File: config.mk
export PLATFORM = sky130hd
export DESIGN_NAME = rom_fetch_scheduler
export DESIGN_NICKNAME = d
export VERILOG_FILES = /design/src/rtl/rom_fetch_scheduler.sv
export SDC_FILE = /design/constraint.sdc
export NUM_CORES = 1
export LEC_CHECK = 0
export BUFFER_PORTS_ARGS = -buffer_cell sky130_fd_sc_hd__buf_4
export CAP_MARGIN = 20
export CORE_MARGIN = 2
export CORE_UTILIZATION = 29
export DETAILED_ROUTE_END_ITERATION = 12
export PLACE_DENSITY = 0.74
export SLEW_MARGIN = 20
export SYNTH_ARGS = -nofsm -noshare
export SYNTH_HDL_FRONTEND = slang
export SYNTH_SLANG_ARGS = --single-unit
File: constraint.sdc
create_clock -name clk -period 2.35 [get_ports clk]
set_input_delay 0.235 -clock clk [delete_from_list [all_inputs] [get_ports clk]]
set_output_delay 0.235 -clock clk [all_outputs]
set_load 0.05 [all_outputs]
File: src/rtl/rom_fetch_scheduler.sv
// Fetch sequencer / time-slice scheduler between CPU fetch stage and instruction ROM.
// Optional quantum preemption is built when ROM_SCHED_PREEMPT_EN is defined.
module rom_fetch_scheduler #(
  parameter int ADDR_WIDTH  = 32,
  parameter int DATA_WIDTH  = 32,
  parameter int REGION_SIZE = 200,
  parameter int NUM_PROGS   = 2,
  parameter int QUANTUM     = 64
) (
  input  logic                         clk,
  input  logic                         rst,
  input  logic                         start,
  input  logic                         fetch_req,
  input  logic [ADDR_WIDTH-1:0]        fetch_off,
  output logic                         fetch_valid,
  output logic [DATA_WIDTH-1:0]        fetch_instr,
  output logic [ADDR_WIDTH-1:0]        rom_addr,
  input  logic [DATA_WIDTH-1:0]        rom_q,
  input  logic                         syscall,
  input  logic                         os_done,
  input  logic                         yield,
  input  logic                         ctx_done,
  output logic [1:0]                   mode,
  output logic [$clog2(NUM_PROGS)-1:0] cur_prog,
  output logic                         preempt,
  output logic                         fault
);

  typedef enum logic [1:0] {
    MODE_IDLE = 2'd0,
    MODE_PROG = 2'd1,
    MODE_CTX  = 2'd2,
    MODE_OS   = 2'd3
  } mode_e;

  localparam int                    PW        = $clog2(NUM_PROGS);
  localparam logic [ADDR_WIDTH-1:0] REGION_W  = ADDR_WIDTH'(REGION_SIZE);
  localparam logic [PW-1:0]         LAST_PROG = PW'(NUM_PROGS - 1);

  if (NUM_PROGS < 2 || QUANTUM < 1) begin : g_bad_cfg
    $error("rom_fetch_scheduler: NUM_PROGS must be >= 2 and QUANTUM >= 1");
  end

  mode_e                 mode_r, mode_nxt_s;
  logic [PW-1:0]         cur_prog_r, cur_prog_nxt_s;
  logic                  fetch_valid_r;
  logic                  preempt_r, preempt_nxt_s;
  logic                  fault_r, fault_nxt_s;
  logic                  pending_r, pending_nxt_s;
  logic                  accept_s, bad_off_s, expiry_s;
  logic [ADDR_WIDTH-1:0] base_s;

  // Fetch classification and region base for the current mode
  always_comb begin
    accept_s  = 1'b0;
    bad_off_s = 1'b0;
    if (fetch_req && (mode_r != MODE_IDLE)) begin
      accept_s  = (fetch_off < REGION_W);
      bad_off_s = (fetch_off >= REGION_W);
    end else begin
      accept_s  = 1'b0;
      bad_off_s = 1'b0;
    end
    case (mode_r)
      MODE_CTX:  base_s = {ADDR_WIDTH{1'b0}};
      MODE_OS:   base_s = REGION_W;
      MODE_PROG: base_s = (ADDR_WIDTH'(cur_prog_r) + ADDR_WIDTH'(2)) * REGION_W;
      default:   base_s = {ADDR_WIDTH{1'b0}};
    endcase
  end

  assign rom_addr    = accept_s ? (base_s + fetch_off) : {ADDR_WIDTH{1'b0}};
  assign fetch_valid = fetch_valid_r;
  // ROM data arrives one cycle after the address, aligned with fetch_valid
  assign fetch_instr = fetch_valid_r ? rom_q : {DATA_WIDTH{1'b0}};
  assign mode        = mode_r;
  assign cur_prog    = cur_prog_r;
  assign preempt     = preempt_r;
  assign fault       = fault_r;

`ifdef ROM_SCHED_PREEMPT_EN
  localparam int QW = $clog2(QUANTUM + 1);
  logic [QW-1:0] qcnt_r;
  logic          reload_s;

  // Counter saturates at zero so a late re-entry to PROG cannot wrap it
  assign expiry_s = accept_s && (mode_r == MODE_PROG) && (qcnt_r <= QW'(1));
  assign reload_s = (mode_r == MODE_CTX) && ctx_done && !bad_off_s;

  // Time-slice counter
  always_ff @(posedge clk or posedge rst) begin
    if (rst) begin
      qcnt_r <= QW'(QUANTUM);
    end else if (reload_s) begin
      qcnt_r <= QW'(QUANTUM);
    end else if (accept_s && (mode_r == MODE_PROG) && (qcnt_r != QW'(0))) begin
      qcnt_r <= qcnt_r - QW'(1);
    end else begin
      qcnt_r <= qcnt_r;
    end
  end
`else
  assign expiry_s = 1'b0;
`endif

  // Next-state, program rotation and event pulses
  always_comb begin
    mode_nxt_s     = mode_r;
    cur_prog_nxt_s = cur_prog_r;
    pending_nxt_s  = pending_r;
    preempt_nxt_s  = 1'b0;
    fault_nxt_s    = 1'b0;
    if (bad_off_s) begin
      mode_nxt_s    = MODE_OS;
      fault_nxt_s   = 1'b1;
      pending_nxt_s = 1'b0;
    end else begin
      case (mode_r)
        MODE_IDLE: begin
          if (start) mode_nxt_s = MODE_OS;
          else       mode_nxt_s = MODE_IDLE;
        end
        MODE_OS: begin
          if (os_done && pending_r) begin
            mode_nxt_s    = MODE_CTX;
            pending_nxt_s = 1'b0;
            preempt_nxt_s = 1'b1;
          end else if (os_done) begin
            mode_nxt_s = MODE_PROG;
          end else begin
            mode_nxt_s = MODE_OS;
          end
        end
        MODE_PROG: begin
          if (syscall) begin
            mode_nxt_s    = MODE_OS;
            pending_nxt_s = pending_r | expiry_s;
          end else if (yield) begin
            mode_nxt_s = MODE_CTX;
          end else if (expiry_s) begin
            mode_nxt_s    = MODE_CTX;
            preempt_nxt_s = 1'b1;
          end else begin
            mode_nxt_s = MODE_PROG;
          end
        end
        MODE_CTX: begin
          if (ctx_done) begin
            mode_nxt_s     = MODE_PROG;
            cur_prog_nxt_s = (cur_prog_r == LAST_PROG) ? {PW{1'b0}} : cur_prog_r + PW'(1);
          end else begin
            mode_nxt_s = MODE_CTX;
          end
        end
        default: mode_nxt_s = MODE_IDLE;
      endcase
    end
  end

  // Scheduler state and registered outputs
  always_ff @(posedge clk or posedge rst) begin
    if (rst) begin
      mode_r        <= MODE_IDLE;
      cur_prog_r    <= {PW{1'b0}};
      pending_r     <= 1'b0;
      preempt_r     <= 1'b0;
      fault_r       <= 1'b0;
      fetch_valid_r <= 1'b0;
    end else begin
      mode_r        <= mode_nxt_s;
      cur_prog_r    <= cur_prog_nxt_s;
      pending_r     <= pending_nxt_s;
      preempt_r     <= preempt_nxt_s;
      fault_r       <= fault_nxt_s;
      fetch_valid_r <= accept_s;
    end
  end

endmodule

# Word level (Yosys, flattened, before mapping)
# Cells that the tools add are included.
dict set report op_classes {
  addsub 3
  multipliers 1
  magnitude_cmp 2
  eq_ne 3
  n_mux 21
  n_bitwise 1
  reduce_logical 8
}
# cell count
set op_table {}
lappend op_table {{$mux 32} 2}
lappend op_table {{$add 32x32->32} 1}
lappend op_table {{$ge 32x8->1 const B} 1}
lappend op_table {{$lt 32x8->1 const B} 1}
lappend op_table {{$pmux 11 s2} 1}
lappend op_table {{$mux 2} 7}
lappend op_table {{$mux 1} 10}
lappend op_table {{$mul 3x5->8 const B} 1}
lappend op_table {{$pmux 2 s4} 1}
lappend op_table {{$reduce_bool 2->1} 3}
lappend op_table {{$eq 2x2->1 const B} 2}
lappend op_table {{$add 1x2->3 const B} 1}
lappend op_table {{$reduce_and 3->1} 1}
lappend op_table {{$eq 2x1->1 const B} 1}
lappend op_table {{$logic_and 1x1->1} 2}
lappend op_table {{$logic_not 2->1} 1}
lappend op_table {{$reduce_and 2->1} 1}
lappend op_table {{$add 1x1->1 const B} 1}
lappend op_table {{$not 1->1} 1}
dict set report word_totals {
  reg_bits 7
}

# Logic depth before layout (Yosys ltp)
# Gate-level depths: netlist (run 1).
dict set report depth {
  word_depth 5
  ltp_mapped 8
  ltp_nobuf 7
}

# Least setup slack after synthesis (run 1)
# No wires, ideal clock.
dict set report synth_timing {
  kind {flip-flop to output port}
  start {reg mode_r[1], in the netlist mode[1]}
  end {out rom_addr[7]}
  arrival_ps 3360
  required_ps 2115
  setup_slack_ps -1245
  path_stages_with_launch 8
  n_path_buf 1
  cell_sequence {dfrtp_1 > clkbuf_1 > o21a_1 > ha_1 > fa_1 > a31oi_1 > xor2_1 > nor4_1}
}
dict set report synth_between {
  elab_chain_len 4
  word_cells_on_any_way 8
  cone_classes {add/sub: 1; eq/ne: 2; mux: 3; reduce/logical: 2}
}
# item line
set synth_lines {}
lappend synth_lines {{start: declaration} 44} ;# mode_e mode_r, mode_nxt_s;
lappend synth_lines {{start signal: assignment} 170} ;# mode_r <= mode_nxt_s;
lappend synth_lines {{$eq 2x1->1, or another cell as far along} 64} ;# case (mode_r)
lappend synth_lines {{$pmux 11 s2 or $logic_and 1x1->1 (tied branches)} {64, 57}}
lappend synth_lines {{$add 32x32->32 or $mux 1 (tied branches)} {72, 57}}
lappend synth_lines {{$mux 32 (*)} 72} ;# assign rom_addr = accept_s ? (base_s + fetch_off) : {ADDR_WIDTH{1'b0}};
lappend synth_lines {{end: declaration} 17} ;# output logic [ADDR_WIDTH-1:0] rom_addr,
# Every way passes the cells marked *; elsewhere a longest branch is shown, timed or not.

# Final worst setup path (run 1)
dict set report layout_timing {
  start {reg mode_r[1], in the netlist mode[1]}
  end {out rom_addr[9]}
}
# The elaborated chain is that of the path after synthesis.

==> run metrics, run 1 <==
via count ~1,400; root buffer cell clkbuf_8; grt ovf 0; fin crit share 104.9%; RSZ-0062 raised after global routing yes; core area around 3700 um2; fin util around three fifths; syn_area_per_cell 7.809 um2; Setup violations, final 4; Post-synth EDFFs 0; sequential element share of the synthesized area between 10% and 20%; CTS tree built; die height about 66 um; Reg clk slew, reported paths about 40 ps; Top FF cell, synth dfrtp_1; hold depth 3; Final TNS setup -212.3 ps; Finished Layout Cells approximately 320; DIE WIDTH approximately 66 um; largest net degree at the start of global routing 34; top cell type's share of synthesized area a little under a fifth; Clock Skews roughly 1.2 ps; cell area after layout roughly 2200 um2; ys async rst share 100.0%; min Tclk post-route ~2500 ps; synth warn 0; starting density of the core roughly 30%; share of cells above drive strength 1 between 60 and 70%; Post-Synthesis Cell Area 1101 um2; critical path peak fanout 4; PwrDens between 200 and 300 nW/um2; initial antenna violation count 0; count leader, synth and2_1; Worst Hold Path EP mode[1]; CTS Buf Count 3; Critical Path RT around 2100 ps; synthesized instance count around 140; Total GRT Usage roughly 17%; DRC errors left 0; Startpoint Class flip-flop; cell count after placement roughly 310; Initial DRT Pass Iterations 4; FP Rows 22; status complete, but fails checks; drt total wl a little under 4000 um; Crit. End Element output port; final hold slack 292.4 ps; DP Area slightly above 2000 um2; largest cells by area after synthesis and2_1, buf_4, dfrtp_1; actual slew at the worst max-slew pin 663.6 ps; failing checks setup timing; die area around 4300 um2; slew margin rel. a little under three fifths; drt wl/cell 12.11 um; final hold vios 0; Post-DRT Antenna Nets 0; fmax about 410 MHz; r2r startpoint cur_prog; CTS max path bufs 2; initial DRC count 16; Final nets 350; Yosys top cell by area and2_1; #FFs+latches synth 5; P_leak 0.001153 uW; setup ws final -114.6 ps; top post-synthesis cells by count and2_1, buf_4, and2_2; hold path start start; # IOs approximately 140; critical path type flip-flop to output port; PortBufs ~120; CTS Sinks 5; MaxCap Viol Count 0; worst skew pair latency about 220 ps; dpl hpwl ~3200 um; H-Tree Depth 1; first-pass GRT wire length between 5000 and 6000 um; worst hold path type input pin to flip-flop; n_diodes 0; area delta synth->final 102.3%; CP startpoint mode[1]; worst r2r path cells 5; Distinct cells, synth 37; Via density 4.390; R2R Setup Slk approximately 890 ps; data arrival time of the worst path around 2200 ps; worst vdd ir roughly 0.18 mV; worst reg2reg endpoint cur_prog; vias in the first global route 1,319; Slew Viols, Final 0; GP Congestion 0.9269
## how the worst max path moves through the flow
stage,end,slack [ps]
CTS,rom_addr[9],-70
finish,rom_addr[9],-110
detailed placement,rom_addr[9],70
global placement,rom_addr[9],110
global route,rom_addr[9],-190
floorplan,rom_addr[7],-250
## sequential cells by signal, summed over array words and instances (netlist names)
signal and flops:
cur_prog 1, fault 1, fetch_valid 1, mode 2
## logic make-up (layout without fill, tap and decap cells)
kind of cell | after synthesis | count (layout) | share of synthesized area [%]
and+or+nand+nor | 67 | 67 | 42.16
buffers and inverters | 32 | 140 | 18.41
AOI/OAI and AO/OA | 22 | 22 | 13.30
adders and majority gates | 7 | 7 | 8.636
xor gates and xnor gates | 5 | 5 | 3.978
DFF | 5 | 5 | 11.36
muxes | 2 | 2 | 1.818
other | 1 | 22 | 0.3406
## per-stage QoR
step           setup WS (ps)  total power [uW]
2_1_floorplan         -247.1             302.9
3_3_place_gp           107.0             396.6
3_5_place_dp           68.28             400.2
4_1_cts               -69.72             574.6
5_1_grt               -194.0             639.6
6_report              -114.6             600.5
## layout make-up
cell class	instances	area, um2
Timing Repair Buffer	131	1005
Inverter	5	18.77
Sequential cell	5	127.6
Fill cell	347	1434
Tap cell	48	60.06
Multi-Input combinational cell	125	970.9
Clock buffer	4	45.04
## worst max-delay path: stages, from the launching register on
cell,delay [ps]
dfrtp_2,440
o21a_1,210
ha_2,190
fa_2,420
a31oi_4,170
o21ai_1,120
xor2_1,150
and2_4,160
buf_6,140
## placed cells by master, fill, tap and decap left out, types with 2 or more instances in the layout
cell type	n
buf_4	126
and2_1	32
conb_1	22
and2_2	7
o21ai_0	5
inv_1	5
a21oi_1	4
nor4_4	3
nor4_2	3
nand3_2	3
nand2_1	3
xor2_1	3
ha_1	3
clkbuf_8	3
dfrtp_1	3
buf_6	3
nor4_1	2
o21a_1	2
nand4_1	2
and2_4	2
a21oi_2	2
mux2i_1	2
o21ai_1	2
ha_4	2
dfrtp_2	2
## repair_timing
action                                  4_1_cts  5_1_grt
hold buffers                                  1        0
endpoints found under the hold margin         5        0
setup buffers                                 3        2
cloned                                        0        0
pin swaps                                     3        4
gates resized for setup                       7       13
endpoints found under the setup margin        5        6
## where the power goes
| part | internal (uW) | total, uW | switching, uW |
|---|---|---|---|
| Clock | 117 | 161 | 43.9 |
| Combinational | 153 | 345 | 192 |
| Sequential | 90.6 | 95.0 | 4.33 |
## metal layers
layer | global-route usage [%] | up-vias | part of all wire, %
li1 | - | 695 | -
met1 | 18.88 | 613 | 35
met2 | 30.10 | 86 | 51
met3 | 6.164 | 2 | 13
met4 | 3.906 | 0 | 0.49
met5 | 0 | - | 0
Power figures use the tool's default switching activity.
==> inputs of run 2 (changes only) <==
Settings changed: HOLD_SLACK_MARGIN set to 0.02, PLACE_DENSITY 0.74 to 0.77.
==> run metrics, run 2 (synthesis gave the netlist of run 1 again) <==
Final nets 349 (was 350); die height 65.62 um (unchanged); drt total wl 3474 um (was 3851 um); Startpoint Class flip-flop (unchanged); PwrDens 267.7 nW/um2 (was 269.6 nW/um2); die area 4305 um2 (unchanged); DIE WIDTH 65.62 um (unchanged); vias in the first global route 1,306 (was 1,319); fin crit share 102.3% (was 104.9%); critical path peak fanout 3 (was 4); internal power 354.6 uW (was 359.9 uW); most frequent cells in the layout buf_4, and2_1, conb_1 (unchanged); starting density of the core 30.08% (unchanged); n_diodes 0 (unchanged); CP startpoint mode[1] (unchanged); Crit. End Element output port (unchanged); Reg power frac 15.9% (was 15.8%); area delta synth->final 99.77% (was 102.3%); Critical Path RT 2120 ps (about the same); Total GRT Usage 15.80% (was 16.82%); RSZ-0062 raised after global routing yes (unchanged); GP Congestion 0.8540 (was 0.9269); CTS Buf Count 3 (unchanged); root buffer cell clkbuf_8 (unchanged); H-Tree Depth 1 (unchanged); core area 3661 um2 (unchanged); crit path capture rom_addr[9] (unchanged); via count 1,426 (was 1,396); grt ovf 0 (unchanged); Initial DRT Pass Iterations 4 (unchanged); min Tclk post-route 2403 ps (was 2465 ps); final hold vios 0 (unchanged); CTS max path bufs 2 (unchanged); initial antenna violation count 0 (unchanged); critical path type flip-flop to output port (unchanged); Tot Pwr 588.8 uW (was 600.5 uW); drt wl/cell 10.96 um (was 12.11 um); Finished Layout Cells 317 (was 318); cell count after placement 308 (unchanged); worst reg2reg endpoint fetch_valid (was cur_prog); # IOs 142 (unchanged); largest net degree at the start of global routing 34 (unchanged); number of fill cells in the layout 338 (was 347); switch share 39.78% (was 40.06%); PortBufs 119 (unchanged); P_leak 0.001138 uW (was 0.001153 uW); failing checks setup timing (unchanged); fmax 416.1 MHz (was 405.7 MHz); Logic pwr share 57.4% (about the same); share of cells above drive strength 1 60.97% (was 61.85%); CTS Sinks 5 (unchanged); final hold slack 282.2 ps (was 292.4 ps); initial DRC count 12 (was 16); commonest non-fill, non-tap cell in the layout buf_4 (unchanged); Final TNS setup -88.32 ps (was -212.3 ps); Psw 234.3 uW (was 240.5 uW); Via density 4.498 (was 4.390); setup ws final -53.28 ps (was -114.6 ps); worst hold path type input pin to flip-flop (unchanged); clock power share 26.7% (about the same); worst r2r path cells 4 (was 5); MaxCap Viol Count 0 (unchanged); slew margin rel. 57.17% (was 55.76%); CTS tree built (unchanged); Reg clk slew, reported paths 30 ps (was 40 ps); data arrival time of the worst path 2170 ps (was 2230 ps); R2R Setup Slk 940 ps (was 890 ps); Setup violations, final 3 (was 4); Post-DRT Antenna Nets 0 (unchanged); r2r startpoint mode[1] (was cur_prog); Clock Skews 3.650 ps (was 1.217 ps); first-pass GRT wire length 5540 um (was 5740 um); status complete, but fails checks (unchanged); worst skew pair latency 220 ps (about the same); Slew Viols, Final 0 (unchanged); max reg flops 2 (unchanged); worst vdd ir 0.2164 mV (was 0.1826 mV); actual slew at the worst max-slew pin 642.4 ps (was 663.6 ps); DRC errors left 0 (unchanged); FP Rows 22 (unchanged); dpl hpwl 2997 um (was 3238 um)
[run 2: how the worst min path moves through the flow]
| stage | from | to | slack [ps] | cells past startpoint |
|---|---|---|---|---|
| after floorplan | rst | cur_prog | 10 | 1 |
| after global placement | rst | fetch_valid | 150 | 2 |
| after detailed placement | rst | fault | 160 | 2 |
| after CTS | start | mode[0] | 280 | 3 |
| after global routing | start | mode[1] | 300 | 3 |
| final | start | mode[0] | 280 | 3 |
[run 2: layout make-up]
type	instances	area, um2	area share, %
Timing Repair Buffer	130	997.2	45.34
Multi-Input combinational cell	125	950.9	43.23
Sequential cell	5	127.6	5.802
Tap cell	48	60.06	2.730
Clock buffer	4	45.04	2.048
Inverter	5	18.77	0.8532
[run 2: critical path, cell delays in order (launching register included)]
cell and delay (ps):
dfrtp_2 410, o21a_1 200, ha_2 210, fa_2 400, a31oi_4 230, o21ai_2 80, xor2_1 140, and2_4 140
buf_8 140
[run 2: routing by layer]
layer,global-route usage [%],up-vias,wire length [um]
met1,16.86,634,1156
met4,3.385,0,14
met3,3.596,2,358
met5,0,-,0
met2,31.12,93,1944
li1,-,697,-
[run 2: stage by stage]
stage,worst slack [ps],instance area [um2],util [%]
2_1_floorplan,-247.1,1237,-
3_3_place_gp,123.1,2041,55.74
5_1_grt,-127.8,2200,60.08
6_report,-53.28,2200,60.08
4_1_cts,-59.03,2163,59.09
3_5_place_dp,74.85,2041,55.74
[run 2: repair_timing]
action / 4_1_cts / 5_1_grt
pin swaps: 10 / 5
resized for setup: 13 / 5
buffers inserted: 3 / 1
hold buffers: 1 / 0
hold endpoints to repair: 5 / 0
endpoints found under the setup margin: 10 / 6
[run 2: power by group through the flow]
| stage | sequential (uW) | combinational (uW) | clock (uW) |
|---|---|---|---|
| 2_1_floorplan | 107 | 196 | 0 |
| 3_3_place_gp | 93.9 | 298 | 0 |
| 3_5_place_dp | 94.5 | 301 | 0 |
| 4_1_cts | 93.4 | 325 | 160 |
| 5_1_grt | 94.1 | 362 | 169 |
| 6_report | 93.5 | 338 | 157 |
==> inputs of run 3 (changes only) <==
Settings changed: CORE_MARGIN 2 to 5, REMOVE_ABC_BUFFERS set to 1.
==> run metrics, run 3 (synthesis gave the netlist of run 1 again) <==
largest net degree at the start of global routing 34 (unchanged); Total GRT Usage 15.24% (was 15.80%); failing checks setup timing (unchanged); fin crit share 101.3% (was 102.3%); via count 1,417 (was 1,426); Critical Path RT 2120 ps (about the same); PwrDens 271.9 nW/um2 (was 267.7 nW/um2); initial DRC count 9 (was 12); Via density 4.456 (was 4.498); status complete, but fails checks (unchanged); die area 5129 um2 (was 4305 um2); root buffer cell clkbuf_8 (unchanged); P_leak 0.001135 uW (was 0.001138 uW); # IOs 142 (unchanged); drt wl/cell 13.88 um (was 10.96 um); Final nets 350 (was 349); setup ws final -29.67 ps (was -53.28 ps); H-Tree Depth 1 (unchanged); Crit. End Element output port (unchanged); RSZ-0062 raised after global routing yes (unchanged); number of fill cells in the layout 342 (was 338); drt total wl 4413 um (was 3474 um); Post-DRT Antenna Nets 0 (unchanged); DIE WIDTH 71.62 um (was 65.62 um); Tot Pwr 583.5 uW (was 588.8 uW); area delta synth->final 94.89% (was 99.77%); Slew Viols, Final 0 (unchanged); R2R Setup Slk 990 ps (was 940 ps); DRC errors left 0 (unchanged); min Tclk post-route 2380 ps (was 2403 ps); Initial DRT Pass Iterations 4 (unchanged); worst reg2reg endpoint fetch_valid (unchanged); most frequent cells in the layout buf_4, and2_1, conb_1 (unchanged); worst hold path type input pin to flip-flop (unchanged); Reg clk slew, reported paths 30 ps (about the same); starting density of the core 30.08% (unchanged); data arrival time of the worst path 2140 ps (was 2170 ps); vias in the first global route 1,377 (was 1,306); dpl hpwl 3747 um (was 2997 um); hold path start start (unchanged); initial antenna violation count 0 (unchanged); worst vdd ir 0.3068 mV (was 0.2164 mV); Startpoint Class flip-flop (unchanged); hold depth 3 (unchanged); CTS Sinks 5 (unchanged); max reg flops 2 (unchanged); CTS tree built (unchanged); critical path peak fanout 2 (was 3); cell count after placement 308 (unchanged); commonest non-fill, non-tap cell in the layout buf_4 (unchanged); fmax 420.2 MHz (was 416.1 MHz); GP Congestion 0.8163 (was 0.8540); worst r2r path cells 4 (unchanged); MaxCap Viol Count 0 (unchanged); CTS Buf Count 3 (unchanged); worst skew pair latency 220 ps (about the same); final hold vios 0 (unchanged); die height 71.62 um (was 65.62 um); grt ovf 0 (unchanged); Clock Skews 1.024 ps (was 3.650 ps); fin util 58.61% (was 60.08%); Final TNS setup -49.57 ps (was -88.32 ps); slew margin rel. 55.97% (was 57.17%); share of cells above drive strength 1 58.52% (was 60.97%); Worst Hold Path EP mode[1] (was mode[0]); n_diodes 0 (unchanged); CTS max path bufs 2 (unchanged); Setup violations, final 2 (was 3); actual slew at the worst max-slew pin 660.4 ps (was 642.4 ps); PortBufs 119 (unchanged); core area 3661 um2 (unchanged); r2r startpoint mode[0] (was mode[1]); first-pass GRT wire length 6327 um (was 5540 um); FP Rows 22 (unchanged); Finished Layout Cells 318 (was 317); critical path type flip-flop to output port (unchanged)
[run 3: timing repair]
item                                    CTS  global route
gates resized for setup                   9             7
hold endpoints to repair                  5             0
hold buffers                              1             0
buffers inserted                          2             3
endpoints found under the setup margin    5             6
pin swaps                                 2             4
[run 3: layout make-up]
cell class                      count  area [um2]  share of cell area [%]
Sequential cell                     5       125.1                   5.831
Tap cell                           48       60.06                   2.799
Clock buffer                        4       45.04                   2.099
Multi-Input combinational cell    125       903.4                   42.10
Timing Repair Buffer              131       993.5                   46.30
Inverter                            5       18.77                  0.8746
[run 3: metrics by stage]
stage          hold WS (ps)  instance area, um2  setup slack (ps)
2_1_floorplan         13.52               996.0             -1140
3_3_place_gp          152.9                1994             76.19
3_5_place_dp          156.8                1994             7.788
4_1_cts               272.4                2088            -60.82
5_1_grt               292.1                2146            -159.9
6_report              273.3                2146            -29.67
[run 3: worst max path at each step]
stage	from	end	slack, ps	depth (start not counted)
floorplan	mode[1]	rom_addr[7]	-1140	6
global placement	mode[1]	rom_addr[10]	80	8
detailed placement	mode[1]	rom_addr[9]	8	9
CTS	mode[1]	rom_addr[7]	-60	8
global route	mode[1]	rom_addr[5]	-160	7
finish	mode[1]	rom_addr[7]	-30	8
[run 3: critical path, stage by stage, from the launching register on]
cell and delay (ps):
dfrtp_1 370, o21a_1 210, ha_2 200, fa_2 380
a31oi_4 170, buf_4 130, xor2_1 50, nor4_1 170
buf_4 250
[run 3: per-layer routing]
| metal | vias to the layer above | track usage (%) | part of all wire, % |
|---|---|---|---|
| met2 | 79 | 29.90 | 55 |
| met1 | 633 | 15.16 | 32 |
| li1 | 699 | - | - |
| met4 | 0 | 2.296 | 1.1 |
| met3 | 6 | 6.031 | 12 |
| met5 | - | 0 | 0 |
[run 3: where the power goes]
part	leakage [uW]	internal (uW)	total, uW	switching [uW]
clock	0.0000228	116	156	40.0
sequential	0.0000538	90.2	92.1	1.86
combinational	0.00106	148	335	187
total	0.00113	354	583	229
